`config.mk`:
```
export PLATFORM = sky130hd
export DESIGN_NAME = stump_control_flat
export DESIGN_NICKNAME = d
export VERILOG_FILES = /design/src/rtl/stump_pkg.sv /design/src/rtl/stump_control_if.sv /design/src/rtl/stump_cond_eval.sv /design/src/rtl/stump_control.sv /design/src/flat_wrapper.sv
export SDC_FILE = /design/constraint.sdc
export NUM_CORES = 1
export LEC_CHECK = 0
export CAP_MARGIN = 20
export CORE_ASPECT_RATIO = 0.5
export CORE_MARGIN = 2
export CORE_UTILIZATION = 40
export CTS_CLUSTER_SIZE = 20
export DETAILED_ROUTE_END_ITERATION = 10
export PLACE_DENSITY = 0.81
export SLEW_MARGIN = 20
export SYNTH_ARGS = -nofsm -noshare
export SYNTH_HDL_FRONTEND = slang
export SYNTH_SLANG_ARGS = --single-unit
export TNS_END_PERCENT = 30
```
`constraint.sdc`:
```
create_clock -name clk -period 1.7 [get_ports clk]
set_input_delay 0.34 -clock clk [delete_from_list [all_inputs] [get_ports clk]]
set_output_delay 0.34 -clock clk [all_outputs]
set_load 0.05 [all_outputs]
```
`src/rtl/stump_pkg.sv`:
```
// stump_pkg: shared definitions for the Stump control unit.
//   - FSM state encodings (FETCH=0, EXECUTE=1, MEMORY=2; 3 is unused)
//   - opcode constants ADD..BCC
//   - Bcc condition-code constants
//   - instruction field and flag bit indices
package stump_pkg;

  typedef enum logic [1:0] {
    ST_FETCH   = 2'd0,
    ST_EXECUTE = 2'd1,
    ST_MEMORY  = 2'd2,
    ST_UNUSED  = 2'd3
  } state_t;

  localparam logic [2:0] OP_ADD  = 3'd0;
  localparam logic [2:0] OP_ADC  = 3'd1;
  localparam logic [2:0] OP_SUB  = 3'd2;
  localparam logic [2:0] OP_SBC  = 3'd3;
  localparam logic [2:0] OP_AND  = 3'd4;
  localparam logic [2:0] OP_OR   = 3'd5;
  localparam logic [2:0] OP_LDST = 3'd6;
  localparam logic [2:0] OP_BCC  = 3'd7;

  localparam logic [3:0] CC_AL = 4'h0;
  localparam logic [3:0] CC_NV = 4'h1;
  localparam logic [3:0] CC_HI = 4'h2;
  localparam logic [3:0] CC_LS = 4'h3;
  localparam logic [3:0] CC_CC = 4'h4;
  localparam logic [3:0] CC_CS = 4'h5;
  localparam logic [3:0] CC_NE = 4'h6;
  localparam logic [3:0] CC_EQ = 4'h7;
  localparam logic [3:0] CC_VC = 4'h8;
  localparam logic [3:0] CC_VS = 4'h9;
  localparam logic [3:0] CC_PL = 4'hA;
  localparam logic [3:0] CC_MI = 4'hB;
  localparam logic [3:0] CC_GE = 4'hC;
  localparam logic [3:0] CC_LT = 4'hD;
  localparam logic [3:0] CC_GT = 4'hE;
  localparam logic [3:0] CC_LE = 4'hF;

  // Instruction field indices
  localparam int OPC_HI   = 15;
  localparam int OPC_LO   = 13;
  localparam int TYPE_BIT = 12;
  localparam int S_BIT    = 11;  // S for ALU ops, L/S for LD/ST (0 = LD)
  localparam int COND_HI  = 11;
  localparam int COND_LO  = 8;

  // Flag indices within {N,Z,V,C}
  localparam int FLAG_N = 3;
  localparam int FLAG_Z = 2;
  localparam int FLAG_V = 1;
  localparam int FLAG_C = 0;

endpackage

```
`src/rtl/stump_control_if.sv`:
```
// stump_control_if: memory handshake bundle between the control unit and memory.
//   mem_rdata  memory -> control  read data (instruction during FETCH)
//   mem_ack    memory -> control  access complete (honoured only with wait states)
//   mem_ren    control -> memory  read strobe
//   mem_wen    control -> memory  write strobe
//   addr_sel   control -> memory  address mux: 0 = PC, 1 = ALU result
// Handshake: a FETCH or MEMORY access is accepted in the cycle where the strobe
// is high and mem_ack is high (or every strobe cycle when wait states are off);
// strobes stay asserted and unchanged until acceptance.
interface stump_control_if #(parameter int DATA_W = 16);
  logic [DATA_W-1:0] mem_rdata;
  logic              mem_ack;
  logic              mem_ren;
  logic              mem_wen;
  logic              addr_sel;

  modport master (input mem_rdata, input mem_ack,
                  output mem_ren, output mem_wen, output addr_sel);
  modport slave  (output mem_rdata, output mem_ack,
                  input mem_ren, input mem_wen, input addr_sel);
endinterface

```
`src/rtl/stump_cond_eval.sv`:
```
// stump_cond_eval: combinational Bcc condition evaluation.
//   cc    in  4  condition-code register {N,Z,V,C}
//   cond  in  4  condition field of the branch
//   taken out 1  condition holds
module stump_cond_eval
  import stump_pkg::*;
(
  input  logic [3:0] cc,
  input  logic [3:0] cond,
  output logic       taken
);
  logic n, z, v, c;

  assign n = cc[FLAG_N];
  assign z = cc[FLAG_Z];
  assign v = cc[FLAG_V];
  assign c = cc[FLAG_C];

  always_comb begin
    taken = 1'b0;
    case (cond)
      CC_AL: taken = 1'b1;
      CC_NV: taken = 1'b0;
      CC_HI: taken = c & ~z;
      CC_LS: taken = ~c | z;
      CC_CC: taken = ~c;
      CC_CS: taken = c;
      CC_NE: taken = ~z;
      CC_EQ: taken = z;
      CC_VC: taken = ~v;
      CC_VS: taken = v;
      CC_PL: taken = ~n;
      CC_MI: taken = n;
      CC_GE: taken = ~(n ^ v);
      CC_LT: taken = n ^ v;
      CC_GT: taken = ~z & ~(n ^ v);
      CC_LE: taken = z | (n ^ v);
      default: taken = 1'b0;
    endcase
  end
endmodule

```
`src/rtl/stump_control.sv`:
```
// stump_control: Stump control unit and condition-code store.
// Sequences each instruction FETCH -> EXECUTE (-> MEMORY for LD/ST), decodes
// the instruction register into ALU and datapath controls, latches ALU flags
// into cc on S-instructions and evaluates Bcc conditions from cc.
// Optional feature: define STUMP_MEM_WAIT_EN to make FETCH/MEMORY wait for mem_ack.
// Ports:
//   clk, rst_n           clock, async active-low reset
//   bus (master)         memory handshake: mem_rdata, mem_ack, mem_ren, mem_wen, addr_sel
//   alu_flags  in  4     ALU {N,Z,V,C}
//   state      out 2     FSM state (FETCH=0, EXECUTE=1, MEMORY=2)
//   ir         out 16    instruction register
//   pc_inc     out 1     PC increment (fetch accepted)
//   pc_load    out 1     PC load from ALU (branch taken)
//   reg_wen    out 1     register-bank write
//   wdata_sel  out 1     write-back source: 0 ALU, 1 mem_rdata
//   imm_sel    out 1     ALU operand B is the sign-extended immediate
//   alu_func   out 3     ALU function
//   alu_c_in   out 1     registered carry cc[0]
//   cc         out 4     condition-code register {N,Z,V,C}
module stump_control
  import stump_pkg::*;
#(
  parameter int DATA_W = 16
) (
  input  logic              clk,
  input  logic              rst_n,
  stump_control_if.master   bus,
  input  logic [3:0]        alu_flags,
  output logic [1:0]        state,
  output logic [DATA_W-1:0] ir,
  output logic              pc_inc,
  output logic              pc_load,
  output logic              reg_wen,
  output logic              wdata_sel,
  output logic              imm_sel,
  output logic [2:0]        alu_func,
  output logic              alu_c_in,
  output logic [3:0]        cc
);
  state_t            state_q, state_d;
  logic [DATA_W-1:0] ir_q;
  logic [3:0]        cc_q;
  logic [2:0]        opc;
  logic              taken;
  logic              accept;
  logic              ir_we, cc_we;
  logic              ren_d, wen_d, addr_sel_d, pc_inc_d, pc_load_d;
  logic              reg_wen_d, wdata_sel_d, imm_sel_d;
  logic [2:0]        alu_func_d;

  assign opc = ir_q[OPC_HI:OPC_LO];

`ifdef STUMP_MEM_WAIT_EN
  assign accept = bus.mem_ack;
`else
  // Every access completes at once; mem_ack is folded in only so it is read.
  assign accept = bus.mem_ack | 1'b1;
`endif

  stump_cond_eval u_cond_eval (
    .cc    (cc_q),
    .cond  (ir_q[COND_HI:COND_LO]),
    .taken (taken)
  );

  always_ff @(posedge clk or negedge rst_n) begin
    if (!rst_n) begin
      state_q <= ST_FETCH;
      ir_q    <= '0;
      cc_q    <= 4'h0;
    end else begin
      state_q <= state_d;
      if (ir_we) ir_q <= bus.mem_rdata;
      if (cc_we) cc_q <= alu_flags;
    end
  end

  always_comb begin
    state_d     = state_q;
    ir_we       = 1'b0;
    cc_we       = 1'b0;
    ren_d       = 1'b0;
    wen_d       = 1'b0;
    addr_sel_d  = 1'b0;
    pc_inc_d    = 1'b0;
    pc_load_d   = 1'b0;
    reg_wen_d   = 1'b0;
    wdata_sel_d = 1'b0;
    imm_sel_d   = 1'b0;
    alu_func_d  = 3'b000;
    case (state_q)
      ST_FETCH: begin
        ren_d = 1'b1;
        if (accept) begin
          ir_we    = 1'b1;
          pc_inc_d = 1'b1;
          state_d  = ST_EXECUTE;
        end
      end
      ST_EXECUTE: begin
        state_d = ST_FETCH;
        if (opc == OP_BCC) begin
          // Only the immediate form of opcode 111 is a conditional branch.
          pc_load_d = ir_q[TYPE_BIT] & taken;
        end else if (opc == OP_LDST) begin
          imm_sel_d = ir_q[TYPE_BIT];
          state_d   = ST_MEMORY;
        end else begin
          alu_func_d = opc;
          imm_sel_d  = ir_q[TYPE_BIT];
          reg_wen_d  = 1'b1;
          cc_we      = ir_q[S_BIT];
        end
      end
      ST_MEMORY: begin
        addr_sel_d = 1'b1;
        if (ir_q[S_BIT]) begin
          wen_d = 1'b1;
        end else begin
          ren_d       = 1'b1;
          reg_wen_d   = 1'b1;
          wdata_sel_d = 1'b1;
        end
        if (accept) state_d = ST_FETCH;
      end
      default: state_d = ST_FETCH;
    endcase
  end

  // Gate every decoded control with rst_n so nothing is asserted during reset.
  assign bus.mem_ren  = ren_d & rst_n;
  assign bus.mem_wen  = wen_d & rst_n;
  assign bus.addr_sel = addr_sel_d & rst_n;
  assign pc_inc       = pc_inc_d & rst_n;
  assign pc_load      = pc_load_d & rst_n;
  assign reg_wen      = reg_wen_d & rst_n;
  assign wdata_sel    = wdata_sel_d & rst_n;
  assign imm_sel      = imm_sel_d & rst_n;
  assign alu_func     = alu_func_d & {3{rst_n}};

  assign state    = state_q;
  assign ir       = ir_q;
  assign cc       = cc_q;
  assign alu_c_in = cc_q[FLAG_C];
endmodule

```
`src/flat_wrapper.sv`:
```
// flat-port wrapper written by rule: the top's interface ports become plain ports
module stump_control_flat import stump_pkg::*;
#(
  parameter int DATA_W = 16
)
  (clk, rst_n, alu_flags, state, ir, pc_inc, pc_load, reg_wen, wdata_sel, imm_sel, alu_func, alu_c_in, cc, bus_mem_rdata, bus_mem_ack, bus_mem_ren, bus_mem_wen, bus_addr_sel);
  stump_control_if #(.DATA_W(DATA_W)) bus_i ();
  input  logic clk;
  input  logic rst_n;
  input  logic [3:0] alu_flags;
  output logic [1:0] state;
  output logic [DATA_W-1:0] ir;
  output logic pc_inc;
  output logic pc_load;
  output logic reg_wen;
  output logic wdata_sel;
  output logic imm_sel;
  output logic [2:0] alu_func;
  output logic alu_c_in;
  output logic [3:0] cc;
  input wire logic [$bits(bus_i.mem_rdata)-1:0] bus_mem_rdata;
  input wire logic [$bits(bus_i.mem_ack)-1:0] bus_mem_ack;
  output wire logic [$bits(bus_i.mem_ren)-1:0] bus_mem_ren;
  output wire logic [$bits(bus_i.mem_wen)-1:0] bus_mem_wen;
  output wire logic [$bits(bus_i.addr_sel)-1:0] bus_addr_sel;
  assign bus_i.mem_rdata = bus_mem_rdata;
  assign bus_i.mem_ack = bus_mem_ack;
  assign bus_mem_ren = bus_i.mem_ren;
  assign bus_mem_wen = bus_i.mem_wen;
  assign bus_addr_sel = bus_i.addr_sel;
  stump_control #(.DATA_W(DATA_W)) u_core (.clk(clk), .rst_n(rst_n), .bus(bus_i), .alu_flags(alu_flags), .state(state), .ir(ir), .pc_inc(pc_inc), .pc_load(pc_load), .reg_wen(reg_wen), .wdata_sel(wdata_sel), .imm_sel(imm_sel), .alu_func(alu_func), .alu_c_in(alu_c_in), .cc(cc));
endmodule
```
==> results of run 1 <==
-- what timing repair did --
action                                  4_1_cts  5_1_grt
setup buffers                                 3        0
endpoints found under the hold margin         0        0
gates resized for setup                      16        4
endpoints found under the setup margin       11       10
pin swaps                                     5        3
hold buffers                                  0        0
-- power by group --
group | internal [W] | leakage [nW] | switching [W] | total [W]
clock | 0.000206 | 0.0288 | 0.000165 | 0.000371
combinational | 0.00190 | 0.738 | 0.00221 | 0.00411
sequential | 0.000801 | 0.254 | 0.000333 | 0.00113
total | 0.00291 | 1.02 | 0.00271 | 0.00561
-- final timing paths --
path	cells past startpoint	slack, ns	to
worst min register to register	1	0.51	u_core.ir[4]$_DFFE_PN0P_
worst min-delay path	2	0.17	u_core.ir[12]$_DFFE_PN0P_
min in group clk	1	0.51	u_core.ir[4]$_DFFE_PN0P_
worst max-delay path	5	-0.39	pc_load
worst max register to register	4	0.15	u_core.cc[0]$_DFFE_PN0P_
max in group asynchronous	3	1.19	u_core.state[0]$_DFF_PN0_
-- per-layer routing --
layer	GRT usage, %	up-vias
li1	-	515
met1	29.7	557
met2	51.2	31
met3	4.74	10
met4	7.46	0
met5	0	-
-- state kept, by name, summed over array words and instances, names as in the netlist --
signal        count
u_core.ir        16
u_core.cc         4
u_core.state      2
-- layout make-up --
class | instances | share of cell area (%)
timing repair buffer | 83 | 40.5
tap | 37 | 2.00
sequential | 22 | 24.0
inverter | 4 | 0.756
clock buffer | 4 | 2.38
multi-input combinational | 67 | 30.4
-- layout by cell type, fill, tap and decap left out, drive strengths merged --
cell type	n
a211oi	1
a21oi	2
a311o	2
a32oi	1
and2	2
and3	2
and4b	1
buf	62
clkbuf	4
clkdlybuf4s15	1
clkdlybuf4s50	20
dfrtp	22
ha	3
inv	4
mux2	20
mux2i	1
nand2	7
nand2b	1
nand3	2
nor2	3
nor2b	3
nor3b	4
o211a	1
o211ai	1
o21a	1
o21ai	2
o22ai	1
o31ai	1
or2	2
xnor2	2
xor2	1
-- critical path: cells and delay by family (launching register included) --
| kind | cells | cell delay (ns) |
|---|---|---|
| AND/OR/NAND/NOR | 1 | 0.23 |
| buffers and inverters | 1 | 0.16 |
| flip-flops | 1 | 0.49 |
| AO/OA/AOI/OAI | 3 | 0.61 |
-- kinds of logic after synthesis --
group / count (synthesis)
adders and majority gates: 3
xor gates and xnor gates: 3
buffers and inverters: 12
DFF: 22
and+or+nand+nor: 27
muxes: 21
AOI/OAI and AO/OA: 13
-- metrics by stage --
stage | std cells | TNS [ns]
floorplan | 101 | -1.05
global placement | 210 | -1.88
detailed placement | 210 | -2.31
CTS | 217 | -1.05
global route | 217 | -1.63
finish | 217 | -1.29
==> metrics.log, run 1 <==
INFO  metric run_status = finished, violations left
INFO  metric failing_checks = negative setup slack
INFO  metric setup.worst_path.start = u_core.ir[9]$_DFFE_PN0P_
INFO  metric gpl.final_weighted_congestion = 0.743
INFO  metric initialDrtViolationCount = 40
INFO  metric io_pins = 57
INFO  metric top_layer_used = met4
INFO  metric ys_top_cells_by_count = dfrtp_1 (22), mux2_2 (19), nand2_1 (7), buf_2 (5)
INFO  metric rows = 13
INFO  metric detail_route.wirelength.met1 = 1640 µm
INFO  metric die_area = 3410 µm²
INFO  metric fmaxAchievable = 479 MHz
INFO  metric end_of_flow_core_utilization = 86.3%
INFO  metric cts_root_buf = clkbuf_8
INFO  metric netlist.area_leader.share = 47.0%
INFO  metric path_class = flip-flop to output pin
INFO  metric syn-num-nets = 127
INFO  metric wl_per_cell = 19.2 µm
INFO  metric grt_setup_unrepaired = yes
INFO  metric main_combinational_cell_family_by_area_after_synthesis = multiplexers
INFO  metric reg2reg_from = u_core.ir[15]$_DFFE_PN0P_
INFO  metric min_period_over_period = 123%
INFO  metric drive_above_1_share = 63.9%
INFO  metric die-width = 80.6 µm
INFO  metric synth_area = 1170 µm²
INFO  metric final_period_minus_worst_setup_slack = 2.09 ns
INFO  metric area.sequential = 557 µm²
INFO  metric count_of_tritonroute_iterations_in_the_first_routing_pass = 7
INFO  metric synth_compound_gate_area_share = 9.07%
INFO  metric vias_per_cell = 5.13
INFO  metric buffer_ports.inserted = 55
INFO  metric worstSetupEndpointType = output pin
INFO  metric slowest_stage = dfrtp_1
INFO  metric yosysWarningCount = 0
INFO  metric antenna-diode-count = 0
INFO  metric clock_tree_from_tritoncts = done
INFO  metric cap_viol_max_count = 0
INFO  metric syn-instance-count = 101
INFO  metric ys_seq_elements = 22
INFO  metric power.static_leakage = 1.02 nW
INFO  metric synth_area_leader = dfrtp_1
INFO  metric core_region_area = 2680 µm²
INFO  metric fill_cells = 124
INFO  metric post_synth_mux_area_share = 20.4%
INFO  metric grt_antenna_before_repair = 0
INFO  metric grt_first_pass_wirelength = 6530 µm
INFO  metric num_vias = 1113
INFO  metric post_place_cell_area = 2160 µm²
INFO  metric first_global_vias = 1238
INFO  metric power.total = 0.00561 W
INFO  metric cts_inserted_buffers = 3
INFO  metric ys_async_sr_fraction = 100%
INFO  metric fin_ws = -0.387 ns
INFO  metric drt.antenna.violating_nets = 0
INFO  metric place_worst_setup_slack = -0.360 ns
INFO  metric grt_remaining_overflow = 0
INFO  metric crit_arrival = 1.75 ns
INFO  metric half_perimeter_wire_length_after_detailed_placement = 2600 µm
INFO  metric synthMostInstantiatedCell = dfrtp_1
INFO  metric cts.path.max_buffers = 2
INFO  metric routed-wl-met2 = 2300 µm
INFO  metric track_usage = 26.4%
INFO  metric dr_wl_met3 = 127 µm
INFO  metric remaining_drc_errors = 0
INFO  metric timing.clock.skew = 0.00673 ns
INFO  metric clkLatencyLatePin = 0.26 ns
INFO  metric tightestPinTransition = 0.273 ns
INFO  metric clock_tree.htree_level_count = 1
INFO  metric clock_sink_count = 22
INFO  metric pwr_density_cell = 2420 nW/µm²
INFO  metric final_hold_viol_count = 0
INFO  metric setup_viol = 9
INFO  metric ys_types = 33
INFO  metric normalized_max_slew_margin = 81.7%
INFO  metric final_nets = 207
INFO  metric synth_top_cells_by_area = dfrtp_1 (47%), mux2_2 (18%), ha_1 (3.2%)
INFO  metric final_design_area_no_fill = 2320 µm²
INFO  metric synth_simple_gate_area_share = 12.8%
INFO  metric die_height = 42.3 µm
INFO  metric yosysSeqAreaShare = 47.0%
INFO  metric initial_core_util = 43.7%
INFO  metric worst-path-max-fanout = 7
INFO  metric critPathRequiredTime = 1.36 ns
INFO  metric synth_xor_area_share = 2.24%
INFO  metric multi_input_area = 703 µm²
INFO  metric critPathLaunchType = flip-flop
INFO  metric yosys_most_used_dff = dfrtp_1
INFO  metric crit_chain = and4b_1 -> a311o_1 -> o21ai_1 -> o22ai_4 -> buf_12
INFO  metric synth-edff-count = 0
INFO  metric grt_max_degree = 18
INFO  metric syn_avg_cell_area = 11.6 µm²
INFO  metric slew_viol_final = 0
INFO  metric holdCritPathClass = primary input to asynchronous set/reset pin
INFO  metric cts.reportedPaths.clkPinSlew = 0.08 ns
INFO  metric drt_wl_total = 4170 µm
INFO  metric finalHoldWorstSlack = 0.170 ns
INFO  metric critPathMaxStageDelay = 0.49 ns
INFO  metric peakVddDrop = 1960 µV
INFO  metric areaGrowthSynthToFinish = 97.5%
INFO  metric synth_adder_area_share = 3.20%
Note: power is estimated with default switching activity, not from simulation.
==> run 2: changes to the inputs <==
- CORE_UTILIZATION: 40 -> 25
- PLACE_DENSITY: 0.81 -> 0.56
==> metrics.log, run 2 (same netlist as run 1, synthesis figures left out) <==
INFO  metric critPathLaunchType = flip-flop
INFO  metric rows = 17
INFO  metric worst-path-max-fanout = 4
INFO  metric holdBufCountCts = 0
INFO  metric clock_tree.htree_level_count = 1
INFO  metric timing.clock.skew = 0.00557 ns
INFO  metric grt_antenna_before_repair = 0
INFO  metric num_vias = 1046
INFO  metric initialDrtViolationCount = 6
INFO  metric worst_r2r_end = u_core.cc[1]$_DFFE_PN0P_
INFO  metric remaining_drc_errors = 0
INFO  metric initial_core_util = 26.4%
INFO  metric die_area = 5290 µm²
INFO  metric cap_viol_max_count = 0
INFO  metric largest_register_ff_count = 16
INFO  metric place_worst_setup_slack = -0.344 ns
INFO  metric min_period_over_period = 121%
INFO  metric reg2reg_from = u_core.ir[15]$_DFFE_PN0P_
INFO  metric cts_root_buf = clkbuf_8
INFO  metric fmaxAchievable = 487 MHz
INFO  metric crit_arrival = 1.71 ns
INFO  metric die-width = 101 µm
INFO  metric critPathMaxStageDelay = 0.44 ns
INFO  metric antenna-diode-count = 0
INFO  metric io_pins = 57
INFO  metric critPathRequiredTime = 1.36 ns
INFO  metric highest_count_cells_in_the_layout_ignoring_fill_and_taps = buf_4 (41), clkdlybuf4s50_1 (20), buf_12 (20)
INFO  metric multi_input_area = 702 µm²
INFO  metric tightestPinTransition = 0.288 ns
INFO  metric worstRegToRegCells = 4
INFO  metric drt.antenna.violating_nets = 0
INFO  metric critical-path-top-delay-family = flip-flops
INFO  metric path_buf_inv = 1
INFO  metric track_usage = 12.1%
INFO  metric fin_ws = -0.351 ns
INFO  metric count_of_tritonroute_iterations_in_the_first_routing_pass = 3
INFO  metric wl_per_cell = 12.8 µm
INFO  metric cts.reportedPaths.clkPinSlew = 0.07 ns
INFO  metric cts.path.max_buffers = 2
INFO  metric first_global_vias = 1009
INFO  metric final_period_minus_worst_setup_slack = 2.05 ns
INFO  metric grt_first_pass_wirelength = 4830 µm
INFO  metric critical_path_stages = 5
INFO  metric final_common_cell = buf_4
INFO  metric worstSetupEndpointType = output pin
INFO  metric buffer_ports.inserted = 55
INFO  metric final_hold_viol_count = 0
INFO  metric area.sequential = 558 µm²
INFO  metric run_status = finished, violations left
INFO  metric setup.worst_path.start = u_core.cc[1]$_DFFE_PN0P_
INFO  metric slew_viol_final = 0
INFO  metric grt_setup_unrepaired = yes
INFO  metric clkLatencyLatePin = 0.26 ns
INFO  metric half_perimeter_wire_length_after_detailed_placement = 2520 µm
INFO  metric areaGrowthSynthToFinish = 101%
INFO  metric grt_max_degree = 18
INFO  metric vias_per_cell = 4.38
INFO  metric drive_above_1_share = 64.3%
INFO  metric r2r_setup_slack = 0.22 ns
INFO  metric die_height = 52.4 µm
INFO  metric endpoint = pc_load
INFO  metric fill_cells = 408
INFO  metric holdCritPathClass = primary input to asynchronous set/reset pin
INFO  metric path_class = flip-flop to output pin
INFO  metric clock_tree_from_tritoncts = done
INFO  metric slowest_stage = dfrtp_2
INFO  metric cts_inserted_buffers = 3
INFO  metric drt_wl_total = 3070 µm
INFO  metric setup_viol = 6
INFO  metric failing_checks = negative setup slack
INFO  metric grt_remaining_overflow = 0
INFO  metric final_nets = 209
INFO  metric core_region_area = 4450 µm²
INFO  metric crit_chain = xor2_2 -> mux2_4 -> o211a_1 -> o22ai_4 -> buf_12
INFO  metric clock_sink_count = 22
INFO  metric normalized_max_slew_margin = 80.7%
INFO  metric gpl.final_weighted_congestion = 0.705
## run 2: final cells by class
class	instances	share of cell area, %
clock buffer	4	2.34
timing repair buffer	85	40.4
sequential	22	23.7
tap	57	3.03
multi-input combinational	67	29.8
inverter	4	0.744
## run 2: layer usage
metal	GRT usage, %	vias up	wire length, µm
li1	-	515	-
met1	14.6	509	1340
met2	21.6	17	1600
met3	3.20	5	90
met4	3.42	0	36
met5	0	-	0
## run 2: worst min path at each step
stage / start / end / slack (ns) / depth (start not counted)
detailed placement: u_core.ir[5]$_DFFE_PN0P_ / u_core.ir[5]$_DFFE_PN0P_ / 0.50 / 1
floorplan: rst_n / u_core.cc[0]$_DFFE_PN0P_ / 0.04 / 0
CTS: rst_n / u_core.cc[2]$_DFFE_PN0P_ / 0.27 / 2
finish: rst_n / u_core.cc[3]$_DFFE_PN0P_ / 0.30 / 2
global route: rst_n / u_core.cc[1]$_DFFE_PN0P_ / 0.30 / 2
global placement: u_core.ir[6]$_DFFE_PN0P_ / u_core.ir[6]$_DFFE_PN0P_ / 0.49 / 1
## run 2: worst reg2reg max path, stage by stage, from the launching register on
cell,delay [ns]
dfrtp_1,0.44
buf_4,0.18
nand2_1,0.10
and3_1,0.29
mux2_2,0.36
## run 2: what timing repair did
item,4_1_cts,5_1_grt
setup endpoints to repair,11,9
pin swaps,4,2
endpoints found under the hold margin,0,0
setup buffers,0,1
cloned,0,0
gates resized for setup,14,2
## run 2: stage by stage
stage	setup TNS (ns)	cells	utilization (%)	hold WS (ns)	area [µm²]
finish	-0.795	239	53.0	0.297	2350
global placement	-1.53	234	50.2	0.495	2230
CTS	-0.956	238	52.6	0.272	2340
floorplan	-1.05	101	-	0.0444	1280
global route	-1.26	239	53.0	0.299	2350
detailed placement	-1.69	234	50.2	0.502	2230
Power of run 2 is left out: the tool's default activity adds up to more than one toggle a clock period on the data nets, which glitch-free logic cannot reach.
==> RTL edit 1 (flow settings as in run 2) <==
The option `STUMP_MEM_WAIT_EN` is turned on by a define.
--- a/src/rtl/stump_control.sv
+++ b/src/rtl/stump_control.sv
@@ -18,4 +18,6 @@
 //   alu_c_in   out 1     registered carry cc[0]
 //   cc         out 4     condition-code register {N,Z,V,C}
+`define STUMP_MEM_WAIT_EN
+
 module stump_control
   import stump_pkg::*;
Function: changed (Yosys sat finds a counterexample within 4 cycles, from zero or initial values and one cycle with rst_n low).
==> RTL edit 1 against run 2 <==
  * The flow still finishes with violations (setup timing)
  * Global-route usage is 0.76 points higher
  * Cell area increased by 0.16%
  * Final cell count increased by 1.7%
  * Die area fell by 0.40%
  * Synthesized area decreased by 0.43%
  * Fmax shrank 3.4%
  * Sequential cell count stayed put
  * Wire length rose by 1.6%
  * Setup slack got worse by 0.073 ns
  * Sequential share of layout area is 0.17 points higher
  * Critical path type unchanged
  * Largest cell class unchanged
==> RTL edit 1: results (changes against run 2) <==
[outcome]
status = finished with violations
violations = setup timing

[logic_synthesis]
synth.avg_cell_area_um2 = 11.01  ; -5.1%
synthTopCellsByArea = dfrtp_1 47%, mux2_1 20%, nand2_1 3.5%, ha_1 3.2%, nor2_1 2.6%
seq_area_frac_synth = 0.4716  ; +0.002013
synth_compound_area_frac = 0.09325  ; +0.002533
synthMuxAreaShare = 0.2111  ; +0.007305
synth_xor_area_frac = 0.01501  ; -0.007407
ys_top_cells_by_count = 22 x dfrtp_1, 21 x mux2_1, 11 x nand2_1, 8 x nor2_1, 4 x a21oi_1
synthAdderAreaFrac = 0.03215  ; +0.0001373
synth_fp_nets = 132  ; +3.9%
synthDistinctLibCells = 30  ; -9.1%

[sta]
setup_slack_ns = -0.4245  ; -0.07314 ns
fin_skew_ns = 0.001488  ; -0.004077 ns
finalSetupViolCount = 10  ; +4
worstMarginPinSlew_ns = 0.2768  ; -0.01079 ns
timing.hold.ws_ns = 0.2748  ; -0.02221 ns

[place]
gp_congestion = 0.7196  ; +2.0%
pre_cts_ws_ns = -0.2612  ; +0.08291 ns
place_hpwl_um = 2456  ; -2.4%
numPortBuffers = 56  ; +1.8%

[critical_path]
cpLargestDelayFamily = compound AO/OA/AOI/OAI gates
reg2reg_depth = 7  ; +3
rr_endpoint = u_core.ir[15]
r2r_slack_ns = 0.07  ; -0.15 ns
cp.arrival_ns = 1.78  ; +0.07 ns
crit_fanout = 5  ; +1
r2r-start = u_core.state[1]
crit_path_start = u_core.ir[8]

[global_route]
met2_usage = 0.2244  ; +0.008889
grt_usage = 0.1285  ; +0.007601
grt_use_met1 = 0.1602  ; +0.01438
grt_max_degree = 20  ; +2
grt_pass1_wl_um = 5223  ; +8.1%
grt_pass1_vias = 1046  ; +3.7%

[cts]
post_cts_resized = 10  ; -4
post-cts-setup-buffers = 3  ; +3

[layout]
nets = 213  ; +1.9%
area_growth_pct = 102.0
drive_above_1_share = 0.5269  ; -0.1160

[route]
wl_met3_um = 74  ; -18%
wl_met1_um = 1411  ; +5.3%
highest_layer = met3
firstDrtPassIters = 4  ; +1
num_vias = 1083  ; +3.5%
avgRoutedWirePerCell_um = 12.84  ; about the same
wl_met2_um = 1633  ; +1.9%
totalWireLength_um = 3119  ; +1.6%

RTL edit 1: cell count changes in the layout (fill, tap and decap cells not counted), sizes merged, moves of 3 or more:
cell,run 2,this run
nor2,3,8
nand2,7,11
buf,64,60
o21ai,2,5
RTL edit 1: final cells by class:
cell class                      count  share of cell area
Tap cell                           57             0.03024
Inverter                            3            0.005836
Clock buffer                        4             0.02334
Timing Repair Buffer               82              0.3894
Multi-Input combinational cell     75              0.3125
Sequential cell                    22              0.2387
RTL edit 1: kinds of logic (layout without fill, tap and decap cells):
kind of cell / after synthesis / count (layout)
simple gates: 31 / 31
mux: 22 / 22
flops: 22 / 22
compound gates: 17 / 17
buf+inv: 9 / 89
fa+ha+maj: 3 / 3
xor+xnor: 2 / 2
RTL edit 1: power by group:
part / internal [uW] / total (uW) / leakage [uW] / switching (uW)
Clock: 206 / 376 / 0.0000288 / 170
Combinational: 1670 / 3720 / 0.000752 / 2050
Sequential: 809 / 1090 / 0.000249 / 279
==> RTL edit 2 (flow settings as in run 2) <==
Without the edit above. Make the reset (`rst_n`) synchronous in one clocked block. Comments in the files are not updated.
--- a/src/rtl/stump_control.sv
+++ b/src/rtl/stump_control.sv
@@ -64,5 +64,5 @@
   );
 
-  always_ff @(posedge clk or negedge rst_n) begin
+  always_ff @(posedge clk) begin
     if (!rst_n) begin
       state_q <= ST_FETCH;
Formal check against the unedited RTL: differs if rst_n is asserted again (counterexample within 4 cycles, from zero or initial values and one cycle with rst_n low); with rst_n held inactive, the same outputs for 10 cycles.
==> RTL edit 2 against run 2 <==
  * The run still ends with setup timing left
  * Setup slack worse by 0.22 ns
  * Cell area down 4.9%
  * Critical endpoint unchanged
  * Synthesized cell count grew 19%
  * Synthesized area grew 0.11%
  * Sequential cell count did not move
  * Wire length rose by 4.1%
Power is left out: it rests on default switching activity, and per cell area and clock period it moved more than threefold.
==> RTL edit 2: results (changes against run 2) <==
[place]
pre_cts_ws_ns = -0.3804  ; -0.03628 ns
gp_congestion = 0.8917  ; +26%
dpl_cell_area_mm2 = 0.002061  ; -7.6%
dp.cells = 244  ; +4.3%
place_hpwl_um = 2462  ; -2.2%

[sta]
setup_slack_ns = -0.5676  ; -0.2162 ns
timing.hold.ws_ns = 0.5211  ; +0.2241 ns
fin_skew_ns = 0.002785  ; -0.002780 ns
final.setup.tns_ns = -0.7569  ; +0.03826 ns
finalSetupViolCount = 6  ; unchanged
slew_headroom = 0.7494  ; -0.05720

[layout]
multi_input_area_share = 0.3559  ; +0.05778
signal_buffers = 80  ; -5.9%
clockNetworkAreaShare = 0.02458  ; +0.001202
final_cells = 250  ; +4.6%
nonClockInverterCount = 3  ; -1
ff_latch_area_um2 = 456.7  ; -18%
area_growth_pct = 90.83
n_fill_cell = 390  ; -4.4%
nets = 220  ; +5.3%
buf_share = 0.3765  ; -0.02729

[critical_path]
r2r-start = u_core.state[1]
cp.arrival_ns = 1.93  ; +0.22 ns
crit_path_start = u_core.ir[8]
r2r_slack_ns = 0.32  ; +0.10 ns
crit_fanout = 2  ; -2

[outcome]
violations = setup timing
status = finished with violations

[route]
firstDrtPassIters = 4  ; +1
drtIter0Drc = 29  ; +23
avgRoutedWirePerCell_um = 12.78  ; -0.48%
vias_per_cell = 4.340  ; -0.84%

[logic_synthesis]
synth.avg_cell_area_um2 = 9.780  ; -16%
ys_top_cells_by_count = 22 x dfxtp_1, 21 x mux2i_1, 20 x nor2b_1, 6 x clkbuf_1
synthArstFlopShare = 0  ; -1.000
seq_area_frac_synth = 0.3753  ; -0.09432
synthTopCellsByArea = dfxtp_1 38%, mux2i_1 18%, nor2b_1 11%, ha_1 3.2%, nor3b_1 2.6%
synth_fp_nets = 146  ; +15%

[global_route]
grt_pass1_vias = 1021  ; +1.2%
grt_usage = 0.1207  ; -0.0001375

[worst_hold_path]
hold_path.class = flip-flop to flip-flop

RTL edit 2: cell count changes after synthesis, sizes merged, moves of 2 or more:
| cell | before | now |
|---|---|---|
| dfxtp | 0 | 22 |
| a311o | 2 | 0 |
| a2bb2oi | 0 | 2 |
| mux2i | 1 | 21 |
| nor2b | 3 | 20 |
| clkbuf | 1 | 7 |
| o21ai | 2 | 0 |
| mux2 | 20 | 2 |
| dfrtp | 22 | 0 |
| buf | 7 | 4 |
| nand2 | 7 | 4 |
RTL edit 2: cells by family after synthesis:
kind of cell    count (synthesis)  share of synthesized area
simple gates                   42                     0.2164
mux                            23                     0.2015
flops                          22                     0.3753
fa+ha+maj                       3                    0.03199
compound gates                 13                    0.08743
buf+inv                        14                    0.06503
xor+xnor                        3                    0.02239
RTL edit 2: metal layers:
layer / up-vias / global-route usage / routed length (um)
li1: 558 / - / -
met1: 516 / 0.1637 / 1489
met2: 9 / 0.2044 / 1653
met3: 2 / 0.02000 / 40
met4: 0 / 0.02477 / 12
met5: - / 0 / 0
RTL edit 2: how the worst max path moves through the flow:
stage / slack (ns) / endpoint
after floorplan: -0.63 / pc_load
after global placement: -0.37 / pc_load
after detailed placement: -0.38 / pc_load
after CTS: -0.66 / pc_load
after global routing: -0.66 / pc_load
final: -0.57 / pc_load
RTL edit 2: timing repair:
item / in CTS / in global routing
buffers inserted: 2 / 1
endpoints found under the setup margin: 10 / 9
hold buffers: 0 / 0
gates cloned: 0 / 0
gates resized for setup: 11 / 16
pin swaps: 4 / 7
RTL edit 2: worst max-delay path, cell delays in order, from the launching register on:
cell       delay [ns]
dfxtp_4          0.37
xor2_2           0.15
mux2_4           0.31
o211a_1          0.22
a2bb2oi_2        0.18
nor4b_4          0.28
buf_12           0.18
